$ cat config.mk
export PLATFORM = sky130hd
export DESIGN_NAME = spi_eeprom_responder
export DESIGN_NICKNAME = d
export VERILOG_FILES = /design/src/rtl/spi_eeprom_pkg.sv /design/src/rtl/spi_in_sync.sv /design/src/rtl/spi_eeprom_responder.sv
export SDC_FILE = /design/constraint.sdc
export NUM_CORES = 1
export LEC_CHECK = 0
export ABC_AREA = 1
export CAP_MARGIN = 20
export CORE_MARGIN = 5
export CORE_UTILIZATION = 60
export DETAILED_ROUTE_END_ITERATION = 10
export GPL_ROUTABILITY_DRIVEN = 0
export GPL_TIMING_DRIVEN = 0
export PLACE_DENSITY = 0.83
export SYNTH_ARGS = -nofsm -noshare
export SYNTH_HDL_FRONTEND = slang
export SYNTH_SLANG_ARGS = --single-unit
export TNS_END_PERCENT = 1
$ cat constraint.sdc
create_clock -name clk -period 2.8 [get_ports clk]
set_input_delay 0.42 -clock clk [delete_from_list [all_inputs] [get_ports clk]]
set_output_delay 0.42 -clock clk [all_outputs]
set_load 0.01 [all_outputs]
$ cat src/rtl/spi_eeprom_pkg.sv
// Shared opcodes, FSM encoding and helpers for the SPI EEPROM responder.
package spi_eeprom_pkg;

    localparam logic [7:0] OP_WRITE = 8'h02;
    localparam logic [7:0] OP_READ  = 8'h03;
    localparam logic [7:0] OP_WRDI  = 8'h04;
    localparam logic [7:0] OP_RDSR  = 8'h05;
    localparam logic [7:0] OP_WREN  = 8'h06;

    typedef enum logic [2:0] {
        ST_IDLE,
        ST_CMD,
        ST_ADDR,
        ST_RDATA,
        ST_WDATA,
        ST_STAT,
        ST_IGNORE
    } state_t;

    // Pending write-enable-latch update, committed at ss deassert
    typedef enum logic [1:0] {
        WOP_NONE,
        WOP_SET,
        WOP_CLR
    } wel_op_t;

    // Status register image: WIP is always 0, WEL in bit 1
    function automatic logic [7:0] status_byte(input logic wel);
        return {6'b0, wel, 1'b0};
    endfunction

endpackage

$ cat src/rtl/spi_in_sync.sv
// Multi-stage synchronizer with rise/fall pulses for one asynchronous input.
// Ports: clk, reset (async active-low), d (async input),
//        rise/fall (1-clk pulses derived from the last two sync stages).
module spi_in_sync #(
    parameter int unsigned SYNC_STG = 2,
    parameter logic        RST_VAL  = 1'b0
) (
    input  logic clk,
    input  logic reset,
    input  logic d,
    output logic rise,
    output logic fall
);

    // s[0] captures the pin; s[SYNC_STG-1] is the oldest stage
    logic [SYNC_STG-1:0] s;

    always_ff @(posedge clk or negedge reset) begin
        if (!reset) begin
            s <= {SYNC_STG{RST_VAL}};
        end else begin
            s <= {s[SYNC_STG-2:0], d};
        end
    end

    assign rise =  s[SYNC_STG-2] & ~s[SYNC_STG-1];
    assign fall = ~s[SYNC_STG-2] &  s[SYNC_STG-1];

endmodule

$ cat src/rtl/spi_eeprom_responder.sv
// SPI mode-0 slave emulating a 95xxx serial EEPROM over a byte-wide memory port.
// Ports: clk, reset (async active-low); spi_clk/ss/mosi/miso/miso_oe SPI side;
//        mem_addr/mem_rd/mem_rdata/mem_wr/mem_wdata memory side; wel status latch.
module spi_eeprom_responder
    import spi_eeprom_pkg::*;
#(
    parameter int unsigned ADDR_W    = 16,
    parameter int unsigned MEM_DEPTH = 65536,
    parameter int unsigned SYNC_STG  = 2
) (
    input  logic              clk,
    input  logic              reset,
    input  logic              spi_clk,
    input  logic              ss,
    input  logic              mosi,
    output logic              miso,
    output logic              miso_oe,
    output logic [ADDR_W-1:0] mem_addr,
    output logic              mem_rd,
    input  logic [7:0]        mem_rdata,
    output logic              mem_wr,
    output logic [7:0]        mem_wdata,
    output logic              wel
);

    localparam int unsigned CNT_W = $clog2(ADDR_W > 8 ? ADDR_W : 8);
    localparam logic [ADDR_W:0] DEPTH = (ADDR_W+1)'(MEM_DEPTH);

    function automatic logic [ADDR_W-1:0] addr_mod(input logic [ADDR_W-1:0] a);
        logic [ADDR_W:0] e;
        e = {1'b0, a} % DEPTH;
        return e[ADDR_W-1:0];
    endfunction

    function automatic logic [ADDR_W-1:0] addr_inc(input logic [ADDR_W-1:0] a);
        if (({1'b0, a} + (ADDR_W+1)'(1)) >= DEPTH) begin
            return '0;
        end
        return a + ADDR_W'(1);
    endfunction

    // Pin synchronization
    logic sck_rise, sck_fall, ss_rise, ss_fall;
    logic [SYNC_STG-1:0] mosi_s;
    logic mosi_bit;

    spi_in_sync #(.SYNC_STG(SYNC_STG), .RST_VAL(1'b0)) u_sync_sck (
        .clk(clk), .reset(reset), .d(spi_clk), .rise(sck_rise), .fall(sck_fall)
    );

    spi_in_sync #(.SYNC_STG(SYNC_STG), .RST_VAL(1'b1)) u_sync_ss (
        .clk(clk), .reset(reset), .d(ss), .rise(ss_rise), .fall(ss_fall)
    );

    always_ff @(posedge clk or negedge reset) begin
        if (!reset) begin
            mosi_s <= '0;
        end else begin
            mosi_s <= {mosi_s[SYNC_STG-2:0], mosi};
        end
    end

    assign mosi_bit = mosi_s[SYNC_STG-1];

    state_t            state, state_nxt;
    logic [CNT_W-1:0]  cnt, cnt_nxt;
    logic [6:0]        rx, rx_nxt;
    logic [7:0]        tx, tx_nxt;
    logic [ADDR_W-2:0] addr_sr, addr_sr_nxt;
    logic              is_rd, is_rd_nxt;
    logic              rd_d;
    wel_op_t           wop, wop_nxt;
    logic              extra, extra_nxt;
    logic              wrote, wrote_nxt;
    logic              miso_nxt, miso_oe_nxt, mem_rd_nxt, mem_wr_nxt, wel_nxt;
    logic [ADDR_W-1:0] mem_addr_nxt;
    logic [7:0]        mem_wdata_nxt;

    // State and output registers
    always_ff @(posedge clk or negedge reset) begin
        if (!reset) begin
            state     <= ST_IDLE;
            cnt       <= '0;
            rx        <= '0;
            tx        <= '0;
            addr_sr   <= '0;
            is_rd     <= 1'b0;
            rd_d      <= 1'b0;
            wop       <= WOP_NONE;
            extra     <= 1'b0;
            wrote     <= 1'b0;
            miso      <= 1'b0;
            miso_oe   <= 1'b0;
            mem_addr  <= '0;
            mem_rd    <= 1'b0;
            mem_wr    <= 1'b0;
            mem_wdata <= '0;
            wel       <= 1'b0;
        end else begin
            state     <= state_nxt;
            cnt       <= cnt_nxt;
            rx        <= rx_nxt;
            tx        <= tx_nxt;
            addr_sr   <= addr_sr_nxt;
            is_rd     <= is_rd_nxt;
            rd_d      <= mem_rd;
            wop       <= wop_nxt;
            extra     <= extra_nxt;
            wrote     <= wrote_nxt;
            miso      <= miso_nxt;
            miso_oe   <= miso_oe_nxt;
            mem_addr  <= mem_addr_nxt;
            mem_rd    <= mem_rd_nxt;
            mem_wr    <= mem_wr_nxt;
            mem_wdata <= mem_wdata_nxt;
            wel       <= wel_nxt;
        end
    end

    // Next-state and output logic
    always_comb begin
        state_nxt     = state;
        cnt_nxt       = cnt;
        rx_nxt        = rx;
        tx_nxt        = tx;
        addr_sr_nxt   = addr_sr;
        is_rd_nxt     = is_rd;
        wop_nxt       = wop;
        extra_nxt     = extra;
        wrote_nxt     = wrote;
        miso_nxt      = miso;
        mem_addr_nxt  = mem_addr;
        mem_rd_nxt    = 1'b0;
        mem_wr_nxt    = 1'b0;
        mem_wdata_nxt = mem_wdata;
        wel_nxt       = wel;

        // Memory returns data the cycle after the strobe
        if (rd_d) begin
            tx_nxt = mem_rdata;
        end
        // Advance only after the write strobe has been seen with its address
        if (mem_wr) begin
            mem_addr_nxt = addr_inc(mem_addr);
        end

        if (ss_rise) begin
            state_nxt = ST_IDLE;
            cnt_nxt   = '0;
            if (!extra && wop == WOP_SET) begin
                wel_nxt = 1'b1;
            end else if (!extra && wop == WOP_CLR) begin
                wel_nxt = 1'b0;
            end
            if (wrote) begin
                wel_nxt = 1'b0;
            end
            wop_nxt   = WOP_NONE;
            extra_nxt = 1'b0;
            wrote_nxt = 1'b0;
        end else begin
            unique case (state)
                ST_IDLE: begin
                    if (ss_fall) begin
                        state_nxt = ST_CMD;
                        cnt_nxt   = '0;
                        wop_nxt   = WOP_NONE;
                        extra_nxt = 1'b0;
                        wrote_nxt = 1'b0;
                    end
                end
                ST_CMD: begin
                    if (sck_rise) begin
                        rx_nxt  = {rx[5:0], mosi_bit};
                        cnt_nxt = cnt + CNT_W'(1);
                        if (cnt == CNT_W'(7)) begin
                            cnt_nxt = '0;
                            unique case ({rx, mosi_bit})
                                OP_READ: begin
                                    state_nxt = ST_ADDR;
                                    is_rd_nxt = 1'b1;
                                end
                                OP_WRITE: begin
                                    state_nxt = wel ? ST_ADDR : ST_IGNORE;
                                    is_rd_nxt = 1'b0;
                                end
                                OP_RDSR: begin
                                    state_nxt = ST_STAT;
                                    tx_nxt    = status_byte(wel);
                                end
                                OP_WREN: begin
                                    state_nxt = ST_IGNORE;
                                    wop_nxt   = WOP_SET;
                                end
                                OP_WRDI: begin
                                    state_nxt = ST_IGNORE;
                                    wop_nxt   = WOP_CLR;
                                end
                                default: state_nxt = ST_IGNORE;
                            endcase
                        end
                    end
                end
                ST_ADDR: begin
                    if (sck_rise) begin
                        addr_sr_nxt = {addr_sr[ADDR_W-3:0], mosi_bit};
                        cnt_nxt     = cnt + CNT_W'(1);
                        if (cnt == CNT_W'(ADDR_W - 1)) begin
                            cnt_nxt      = '0;
                            mem_addr_nxt = addr_mod({addr_sr, mosi_bit});
                            mem_rd_nxt   = is_rd;
                            state_nxt    = is_rd ? ST_RDATA : ST_WDATA;
                        end
                    end
                end
                ST_RDATA: begin
                    if (sck_fall) begin
                        miso_nxt = tx[7];
                        tx_nxt   = {tx[6:0], 1'b0};
                    end else if (sck_rise) begin
                        cnt_nxt = cnt + CNT_W'(1);
                        // Prefetch the next byte well before the following fall
                        if (cnt == CNT_W'(7)) begin
                            cnt_nxt      = '0;
                            mem_addr_nxt = addr_inc(mem_addr);
                            mem_rd_nxt   = 1'b1;
                        end
                    end
                end
                ST_STAT: begin
                    if (sck_fall) begin
                        miso_nxt = tx[7];
                        tx_nxt   = {tx[6:0], 1'b0};
                    end else if (sck_rise) begin
                        cnt_nxt = cnt + CNT_W'(1);
                        if (cnt == CNT_W'(7)) begin
                            cnt_nxt = '0;
                            tx_nxt  = status_byte(wel);
                        end
                    end
                end
                ST_WDATA: begin
                    if (sck_rise) begin
                        rx_nxt  = {rx[5:0], mosi_bit};
                        cnt_nxt = cnt + CNT_W'(1);
                        if (cnt == CNT_W'(7)) begin
                            cnt_nxt       = '0;
                            mem_wdata_nxt = {rx, mosi_bit};
                            mem_wr_nxt    = 1'b1;
                            wrote_nxt     = 1'b1;
                        end
                    end
                end
                ST_IGNORE: begin
                    // Any bit past the opcode voids a pending WREN/WRDI
                    if (sck_rise) begin
                        extra_nxt = 1'b1;
                    end
                end
                default: state_nxt = ST_IDLE;
            endcase
        end

        miso_oe_nxt = (state_nxt == ST_RDATA) || (state_nxt == ST_STAT);
    end

endmodule

Word-level counts from Yosys, hierarchy flattened:

Cells that the tools add are included.

* register bits: 78
* input port bits: 13
* output and inout bits: 29

* $add $sub $neg: 3
* order comparisons: 1
* equal/unequal tests: 26
* mux-type cells: 73
* bitwise operators: 9
* reduce and logical (&&, ||, !) cells: 24

Operators with widths (number)
* $mux 16: 10
* $mux 8: 9
* $pmux 16 s2: 1
* $mux 4: 7
* $eq 8x3->1 const B: 3
* $mux 1: 24
* $mux 3: 8
* $pmux 8 s3: 1
* $ne 3x3->1 const B: 7
* $add 16x1->17 const B: 1
* $ge 17x17->1 const B: 1
* $add 16x1->16 const B: 1
* $eq 8x2->1 const B: 2
* $pmux 4 s4: 1
* $eq 3x3->1 const B: 4
* $pmux 3 s4: 1
* $reduce_and 3->1: 4
* $reduce_and 4->1: 3
* $reduce_bool 3->1: 4
* $reduce_and 5->1: 2
* $eq 3x2->1 const B: 3
* $pmux 3 s3: 1
* $mux 2: 4
* $pmux 1 s2: 4
* other kinds (20): 30

Longest topological paths before layout:

Gate-level depths: netlist of the first run.

* depth in word-level cells: 14
* depth in mapped cells: 13
* gate-level depth less buffers: 13

By module:

From an unflattened synthesis of the first run, not the netlist that was laid out.

* cell total of the unflattened synthesis: 591
* area total of the unflattened synthesis: 4361.7 µm²

By module, submodules not included
* spi_eeprom_responder: times used 1, cells an instance 579, area an instance 4229.1 µm²
* spi_in_sync (u_sync_ss): times used 1, cells an instance 6, area an instance 67.6 µm²
* spi_in_sync (u_sync_sck): times used 1, cells an instance 6, area an instance 65.1 µm²

Worst setup path after synthesis of the first run:

Ideal clock, no wire load.

* kind: reg2reg
* start: register u_sync_ss.s[0]
* end: register addr_sr[4]
* setup time: 0.125 ns
* arrival time: 1.635 ns
* path slack: 1.041 ns
* cell stages (with the launch flop): 8
* buffers on the path: 3
* path through: dfstp_2 > ha_1 > buf_2 > inv_1 > buf_2 > nand3_1 > buf_2 > mux2_2

* longest elaborated chain between the ends: 3

RTL lines
* start: declaration: line spi_in_sync.sv:16 `logic [SYNC_STG-1:0] s;`
* start signal: assignment: line spi_in_sync.sv:20 `s <= {SYNC_STG{RST_VAL}};`
* start signal: assignment: line spi_in_sync.sv:22 `s <= {s[SYNC_STG-2:0], d};`
* $and 1x1->1: line spi_in_sync.sv:26 `assign rise = s[SYNC_STG-2] & ~s[SYNC_STG-1];`
* $not 1->1 (no line)
* $reduce_and 3->1 (no line)
* end signal: assignment: line spi_eeprom_responder.sv:104 `addr_sr <= addr_sr_nxt;`
* end: declaration: line spi_eeprom_responder.sv:69 `logic [ADDR_W-2:0] addr_sr, addr_sr_nxt;`

No other way between the ends.
A chain may end at the register's enable or synchronous reset.

Worst setup path after layout of the first run:

* start: register u_sync_ss.s[1]
* end: register addr_sr[10]

* longest elaborated chain between the ends: 4

RTL lines (line)
* $not 1->1: spi_in_sync.sv:26
* $and 1x1->1: spi_in_sync.sv:26
* $not 1->1 (no line)
* $reduce_and 3->1 (no line)

No other way between the ends.

==> results of run 1 <==
## area by class of cell
type	count	share of cell area (%)
plain buffers	18	2.41
inverters	88	6.35
clock inverters	7	1.10
well taps	99	2.37
clock buffers	9	2.37
multi-input cells	433	39.6
flip-flops and latches	78	37.3
repair buffers	43	8.50
## cell usage in the layout, fill, tap and decap left out, drive strengths merged, types with 2 or more instances in the layout
master | Yosys | layout
nand2 | 192 | 192
inv | 88 | 90
dfrtp | 76 | 76
o21ai | 63 | 63
nor2 | 57 | 57
nand3 | 55 | 55
clkdlybuf4s50 | 0 | 40
a21oi | 19 | 19
buf | 13 | 15
clkbuf | 5 | 14
nand4 | 10 | 10
nor3 | 10 | 10
xor2 | 4 | 4
o22ai | 4 | 4
ha | 4 | 4
o211ai | 3 | 3
clkinvlp | 0 | 3
or2 | 2 | 2
a31oi | 2 | 2
clkinv | 0 | 2
dfstp | 2 | 2
## repair_timing
item | in CTS | in global routing
hold buffers | 1 | 0
resized for setup | 0 | 0
hold endpoints to repair | 25 | 0
## flip-flops by register name (all words and copies together), names as in the netlist, 2 cells and up
signal and cells:
mem_addr 16, addr_sr 15, mem_wdata 8, tx 8, rx 7, cnt 4
state 3, mosi_s 2, u_sync_sck.s 2, u_sync_ss.s 2, wop 2
## stage by stage
step	setup TNS, ps	utilization, %	power [mW]	hold WS (ps)	worst slack (ps)
finish	0	72.2	2.38	355	754
global route	0	72.2	2.49	377	593
CTS	0	72.2	2.39	356	761
detailed placement	0	69.6	1.61	338	785
global placement	-100150	69.2	1.58	332	-1310
floorplan	0	-	1.48	124	1040
## cells by family after synthesis
group / after synthesis
AND/OR/NAND/NOR: 328
buffers and inverters: 106
AO/OA/AOI/OAI: 94
flip-flops: 78
XOR/XNOR: 5
adder cells (fa/ha/maj): 4
multiplexers: 2
## report_power, final
group / switching [mW] / total, mW / internal, mW
sequential: 0.0602 / 1.25 / 1.19
combinational: 0.213 / 0.334 / 0.121
clock: 0.459 / 0.790 / 0.331
total: 0.732 / 2.38 / 1.64
## critical path, cell delays in order, from the launching register on
cell,delay [ps]
dfstp_2,540
inv_1,40
ha_1,160
buf_2,170
inv_1,110
buf_2,250
nand3_1,130
buf_2,210
buf_2,190
o21ai_0,170
## Yosys cell counts (all sizes together)
master / count
xnor2: 1
mux2i: 1
a31oi: 2
inv: 88
o221ai: 1
dfstp: 2
o21ai: 63
nand3b: 1
clkbuf: 5
nand2: 192
and3: 1
nor2: 57
nor3: 10
o211ai: 3
dfrtp: 76
o311ai: 1
nand4: 10
mux2: 1
or2: 2
nand3: 55
o21a: 1
ha: 4
o22ai: 4
buf: 13
a21oi: 19
xor2: 4
## layer usage
| layer | track usage [%] | routed length [um] | up-vias |
|---|---|---|---|
| met4 | 9.93 | 191 | 0 |
| met2 | 40.1 | 5210 | 164 |
| met3 | 4.18 | 770 | 23 |
| li1 | - | - | 2073 |
| met5 | 0 | 0 | - |
| met1 | 34.0 | 4680 | 1990 |
## worst max path at each step
stage              endpoint      startpoint  slack (ps)  cells past startpoint
2_1_floorplan    addr_sr[4]  u_sync_ss.s[0]        1040                      7
3_3_place_gp   mem_wdata[4]           reset       -1310                      1
3_5_place_dp    addr_sr[10]  u_sync_ss.s[1]         790                      9
4_1_cts         addr_sr[10]  u_sync_ss.s[1]         760                      9
5_1_grt         addr_sr[12]  u_sync_ss.s[1]         590                      9
6_report        addr_sr[10]  u_sync_ss.s[1]         750                      9
==> results.cfg, run 1 <==
[outcome]
status = complete, no violations

[clocking]
cts_root_buf = clkbuf_8
post_cts_buffers = 0
clk_path_buf_depth = 2
clk_pin_slew_ps = 90
cts_sinks = 78
cts_inserted_buffers = 9
h-tree-depth = 3
clock_latency_ps = 360
cts_tree = yes

[timing]
finalCriticalPeriod_ps = 2050
slew_violations = 0
finalSetupViolations = 0
finalCritPeriodShare_pct = 73.1
hold_viol_final = 0
rsz0062_at_grt = no
clock_skew_ps = 11.9
fmax_mhz = 489
slew_headroom_pct = 61.5
worst_slew_pin_slew_ps = 578

[synth]
syn-num-nets = 634
yosysTopAreaCell = dfrtp_1
yosys_warnings = 0
synth-simple-area-share_pct = 31.9
synth_xor_area_share_pct = 0.976
ys_seq_elements = 78
syn_inst = 617
seq_area_frac_synth_pct = 43.6
synth_top_area_share_pct = 42.4
avgSynthCellArea_um2 = 7.27
synth_top_family_by_area = simple AND/OR/NAND/NOR gates
synth_fa_ha_area_share_pct = 1.12
synth_compound_area_share_pct = 11.7
synth_mux_area_share_pct = 0.474
ys_types = 37
syn_area_um2 = 4490
synth_area_leaders = dfrtp_1, nand2_1, inv_1, nand3_1, o21ai_0

[floorplanning]
die-area_um2 = 9310
coreArea_um2 = 7250
die_w_um = 96.5
die_h_um = 96.5
initial_core_util_pct = 61.9
row_count = 31
io_pins = 42

[setup_path]
rr_worst_depth = 9
rr_endpoint = addr_sr[10]
critical_path_class = reg -> reg
cp_max_fo = 10
r2r-start = u_sync_ss.s[1]
cp.required_ps = 3070
critical_path_arrival_ps = 2320
start_kind = flop
r2r_setup_slack_ps = 750
crit_path_end_kind = flop

[job]
cap_violations = 0

[layout]
layout-drive-gt1-share_pct = 10.7
diodes = 0
syn2layout_area_growth_pct = 16.7
final_cell_count_no_fill = 775
regArea_um2 = 1950
layout.nets = 688
fillerInstances = 606
final_cell_area_um2 = 5240
multi_input_area_um2 = 2070

[grt]
grt_max_degree = 52
track_usage_pct = 25.0
grt_pass1_wl_mm = 18.2
grt_overflow = 0
antenna_found_initial = 0
grt_pass1_vias = 4049

[route]
first_pass_iters = 5
vias = 4250
drt_wl_total_mm = 10.8
drtIter0Drc = 293
wire_per_inst_um = 14.0
drc = 0
via_per_inst = 5.48
ant_nets = 0

[power]
power_leakage_nw = 2.46
ir_worst_vdd_mv = 0.389
powerDensity_nw_per_um2 = 454

[placement]
dp_cells = 758
hpwl_mm = 8.07
dpl_cell_area_um2 = 5050
port_buffers = 41

[hold_path]
hold_start = mosi_s[0]
min_to = mosi_s[1]
whs_path_depth = 0
hold_class = reg -> reg
Power figures use the tool's default switching activity.
==> run 2, diff against run 1 <==
- CORE_UTILIZATION: 60 -> 52
- PLACE_DENSITY: 0.83 -> 0.76
- clock period: 2.8 -> 1.79 ns (I/O delays scaled with it)
==> run 2 against run 1 <==
Compared with the run above:
- die area up 14%
- sequential power increased by 57%
- clock skew rose by 0.52 ps
- via count increased by 2.9%
- cell count is 2.6% higher
- register-to-register slack got worse by 750 ps
- maximum frequency is 15% higher
- non-clock buffer count up 14
- worst setup slack worse by 750 ps
- sequential share of layout area shrank 2.3 points
- worst hold slack worse by 41 ps
- sequential cell count unchanged
- critical path type unchanged
- largest cell class unchanged
==> results.cfg, run 2 (synthesized netlist as in run 1, its figures left out) <==
[setup_path]
cp_max_fo = 9
rr_worst_depth = 8
critPathLaunch = u_sync_ss.s[0]
r2r_setup_slack_ps = 6
path_cells = ha_4, inv_2, nand2_1, a21oi_1, nor3_4, inv_1, a21oi_1, a21oi_1
critical_path_arrival_ps = 2020
r2r-start = u_sync_ss.s[0]
cp_common_cell = a21oi_1
crit_path_end_kind = flop
critical_path_class = reg -> reg
start_kind = flop
rr_endpoint = cnt[2]
crit_path_max_incr_delay_ps = 580
cp_slowest_cell = dfstp_2
cp.required_ps = 2030

[layout]
largest_reg_flops = 16
layout.nets = 702
final_common_cell = nand2_1
fillerInstances = 696
multi_input_area_um2 = 2220
top_regs = mem_addr: 16 flops, addr_sr: 15 flops
final_cell_mix = nand2_1, inv_1, dfrtp_1, nand3_1
layout-drive-gt1-share_pct = 16.5
regArea_um2 = 1960
diodes = 0
final_cell_count_no_fill = 795
syn2layout_area_growth_pct = 24.5
largest-register = mem_addr

[grt]
grt_pass1_vias = 4226
track_usage_pct = 23.2
grt_pass1_wl_mm = 19.6
grt_overflow = 0
antenna_found_initial = 0
grt_max_degree = 55

[route]
vias = 4373
via_per_inst = 5.50
drtIter0Drc = 397
drc = 0
first_pass_iters = 5
ant_nets = 0
wire_per_inst_um = 14.9
drt_wl_total_mm = 11.8

[placement]
port_buffers = 41
hpwl_mm = 7.89
dp_cells = 764
post-place-ws_ps = -195

[hold_path]
whs_path_depth = 1
min_to = u_sync_ss.s[0]
hold_start = ss
hold_class = in -> reg

[timing]
whs_ps = 314
finalCritPeriodShare_pct = 99.7
worst_slew_pin_slew_ps = 551
fmax_mhz = 560
hold_viol_final = 0
slew_violations = 0
setup_slack_ps = 5.70
finalCriticalPeriod_ps = 1780
clock_skew_ps = 12.5
finalSetupViolations = 0
rsz0062_at_grt = yes
slew_headroom_pct = 63.3
tns_ps = 0

[clocking]
clock_latency_ps = 360
cts_root_buf = clkbuf_8
cts_tree = yes
clk_path_buf_depth = 2
h-tree-depth = 3
cts_inserted_buffers = 9
clk_pin_slew_ps = 80
cts_sinks = 78

[floorplanning]
row_count = 33
die_h_um = 103
initial_core_util_pct = 54.1
coreArea_um2 = 8300
io_pins = 42
die_w_um = 103
die-area_um2 = 10600

[power]
power_leakage_nw = 2.65
powerDensity_nw_per_um2 = 721
ir_worst_vdd_mv = 0.616

[job]
cap_violations = 0

[outcome]
status = complete, no violations
## run 2: worst max path at each step
stage                         endpoint  cells after the start
after floorplan             addr_sr[4]                      7
after global placement    mem_wdata[6]                      1
after detailed placement   mem_addr[5]                      8
after CTS                 mem_addr[15]                     13
after global routing            cnt[2]                      8
final                           cnt[2]                      8
## run 2: layout make-up
cell class              instances  share of cell area [%]
clock buffers                  10                    2.29
well taps                     105                    2.35
multi-input cells             433                    39.8
clock inverters                 6                    1.55
inverters                      88                    6.14
flip-flops and latches         78                    35.0
plain buffers                  17                    2.55
repair buffers                 58                    10.3
## run 2: layer usage
metal	GRT usage (%)	wire, um	vias to the layer above	share of wire [%]
met5	0	0	-	0
met4	6.37	222	0	1.9
met3	4.06	854	25	7.2
met2	37.6	5640	198	48
met1	32.1	5110	2047	43
li1	-	-	2103	-
## run 2: worst max-delay path, delay by kind of cell, from the launching register on
| kind | cells | cell delay, ps |
|---|---|---|
| AOI/OAI and AO/OA | 3 | 320 |
| buffers and inverters | 2 | 190 |
| and+or+nand+nor | 2 | 360 |
| adders and majority gates | 1 | 220 |
| DFF | 1 | 580 |
## run 2: power by group
group          internal [mW]  switching [mW]  total [mW]
registers               1.87          0.0948        1.96
clock network          0.784           0.692        1.48
logic                  0.221           0.366       0.588
total                   2.87            1.15        4.03
## run 2: per-stage QoR
stage | instance area, um2 | total power [mW] | utilization (%)
2_1_floorplan | 4490 | 2.31 | -
3_3_place_gp | 5030 | 2.49 | 60.6
3_5_place_dp | 5050 | 2.52 | 60.9
4_1_cts | 5370 | 4.01 | 64.7
5_1_grt | 5580 | 4.22 | 67.3
6_report | 5580 | 4.03 | 67.3
## run 2: repair_timing
item | in CTS | in global routing
endpoints found under the hold margin | 22 | 0
pin swaps | 2 | 13
setup endpoints to repair | 54 | 59
buffers inserted | 6 | 7
cloned | 0 | 2
hold buffers | 1 | 0
gates resized for setup | 15 | 48
==> run 3, diff against run 2 <==
- CORE_MARGIN: 5 -> 2
- CORE_UTILIZATION: 52 -> 54
- CTS_BUF_LIST: unset -> sky130_fd_sc_hd__clkbuf_4
- PLACE_DENSITY: 0.76 -> unset
- PLACE_DENSITY_LB_ADDON: unset -> 0.08
==> run 3 against run 2 <==
Compared with the run above:
- the flow now finishes with violations (setup timing)
- cell count shrank 0.38%
- utilization increased by 0.81 points
- largest power group unchanged
- maximum frequency is 1.4% lower
- largest cell class unchanged
- sequential share of layout area grew 0.35 points
- critical path type unchanged
- sequential cell count did not move
- worst hold slack got worse by 100 ps
==> results.cfg, run 3 (synthesized netlist as in run 1, its figures left out) <==
[floorplanning]
die_w_um = 95.2
die-area_um2 = 9050
coreArea_um2 = 8130
initial_core_util_pct = 55.2
io_pins = 42
row_count = 33
die_h_um = 95.2

[setup_path]
cp_max_fo = 6
critPathLaunch = cnt[1]
critical_path_arrival_ps = 2160
r2r-start = cnt[1]
cp.required_ps = 2140
critical_path_class = reg -> reg
cp_slowest_cell = dfrtp_1
crit_path_end_kind = flop
crit_path_max_incr_delay_ps = 390
path_cells = ha_2, nand2_4, nor2_4, nand2_4, inv_4, nor2_4, nor2_4, inv_4, clkbuf_16, nand3_2, nand2_1, nand2_1, nand2_1
start_kind = flop

[route]
wire_per_inst_um = 14.3
ant_nets = 0
via_per_inst = 5.40
drc = 0
first_pass_iters = 5
drtIter0Drc = 276
drt_wl_total_mm = 11.3
vias = 4277

[placement]
port_buffers = 41
hpwl_mm = 7.86
dp_cells = 764
post-place-ws_ps = -235
dpl_cell_area_um2 = 5050

[clocking]
cts_inserted_buffers = 9
h-tree-depth = 3
clock_latency_ps = 440
clk_path_buf_depth = 2
cts_sinks = 78
cts_tree = yes
clk_pin_slew_ps = 140
cts_root_buf = clkbuf_4

[timing]
finalSetupViolations = 2
finalCritPeriodShare_pct = 101
finalCriticalPeriod_ps = 1810
tns_ps = -22.7
rsz0062_at_grt = yes
clock_skew_ps = 10.4
slew_headroom_pct = 65.8
fmax_mhz = 553
hold_viol_final = 0
setup_slack_ps = -18.8
worst_slew_pin_slew_ps = 513
slew_violations = 0

[layout]
layout-drive-gt1-share_pct = 17.2
top_regs = mem_addr: 16 flops, addr_sr: 15 flops
fillerInstances = 670
utilization_pct = 68.1
largest_reg_flops = 16
final_common_cell = nand2_1
diodes = 0
largest-register = mem_addr
final_cell_area_um2 = 5540
final_cell_count_no_fill = 792
syn2layout_area_growth_pct = 23.5
final_cell_mix = nand2_1, inv_1, dfrtp_1, nand3_1, nor2_1
layout.nets = 699

[grt]
grt_max_degree = 53
grt_pass1_wl_mm = 18.4
grt_pass1_vias = 4053
track_usage_pct = 26.1
antenna_found_initial = 0
grt_overflow = 0

[job]
cap_violations = 0

[outcome]
violations = setup timing
status = finished with violations

[hold_path]
hold_class = in -> reg
hold_start = ss

[power]
power_leakage_nw = 2.62
ir_worst_vdd_mv = 0.450
powerDensity_nw_per_um2 = 682
-- run 3: final timing paths --
path                       slack, ps  cells after the start              to
min reg2reg                      360                      0       mosi_s[1]
min                              210                      1  u_sync_ss.s[0]
max                              -20                     13     mem_addr[9]
min in group asynchronous        260                      2           tx[3]
max in group asynchronous        930                      3     mem_addr[7]
max reg2reg                      -20                     13     mem_addr[9]
-- run 3: cell type report --
type / instances / area [um2] / area share (%)
Buffer: 18 / 161 / 2.91
Clock buffer: 9 / 67.6 / 1.22
Clock inverter: 7 / 97.6 / 1.76
Inverter: 88 / 343 / 6.19
Multi-Input combinational cell: 433 / 2230 / 40.2
Sequential cell: 78 / 1960 / 35.4
Tap cell: 105 / 131 / 2.37
Timing Repair Buffer: 54 / 551 / 9.94
-- run 3: critical path: cells and delay by family (launching register included) --
family,cells,cell delay (ps)
flip-flops,1,390
AND/OR/NAND/NOR,9,770
adder cells (fa/ha/maj),1,210
buffers and inverters,3,330
-- run 3: what timing repair did --
item / in CTS / in global routing
pin swaps: 0 / 16
setup endpoints to repair: 53 / 68
hold buffers: 1 / 0
gates cloned: 0 / 1
buffers inserted: 5 / 5
gates resized for setup: 20 / 51
hold endpoints to repair: 24 / 0
-- run 3: where the power goes --
group          internal [mW]  total, mW  switching, mW
registers               1.87       1.96         0.0941
clock network          0.571       1.25          0.677
logic                  0.218      0.569          0.351
total                   2.66       3.78           1.12
-- run 3: through the flow --
stage	hold WS, ps	power [mW]
floorplan	-27.1	2.31
global placement	332	2.48
detailed placement	213	2.51
CTS	196	3.79
global route	206	3.96
finish	210	3.78
-- run 3: per-layer routing --
metal  global-route usage [%]  share of wire, %  wire [um]
met1                     35.5                45       5120
met2                     41.3                48       5410
met3                     3.79               4.9        553
met4                     12.2               2.2        244
met5                        0                 0          0
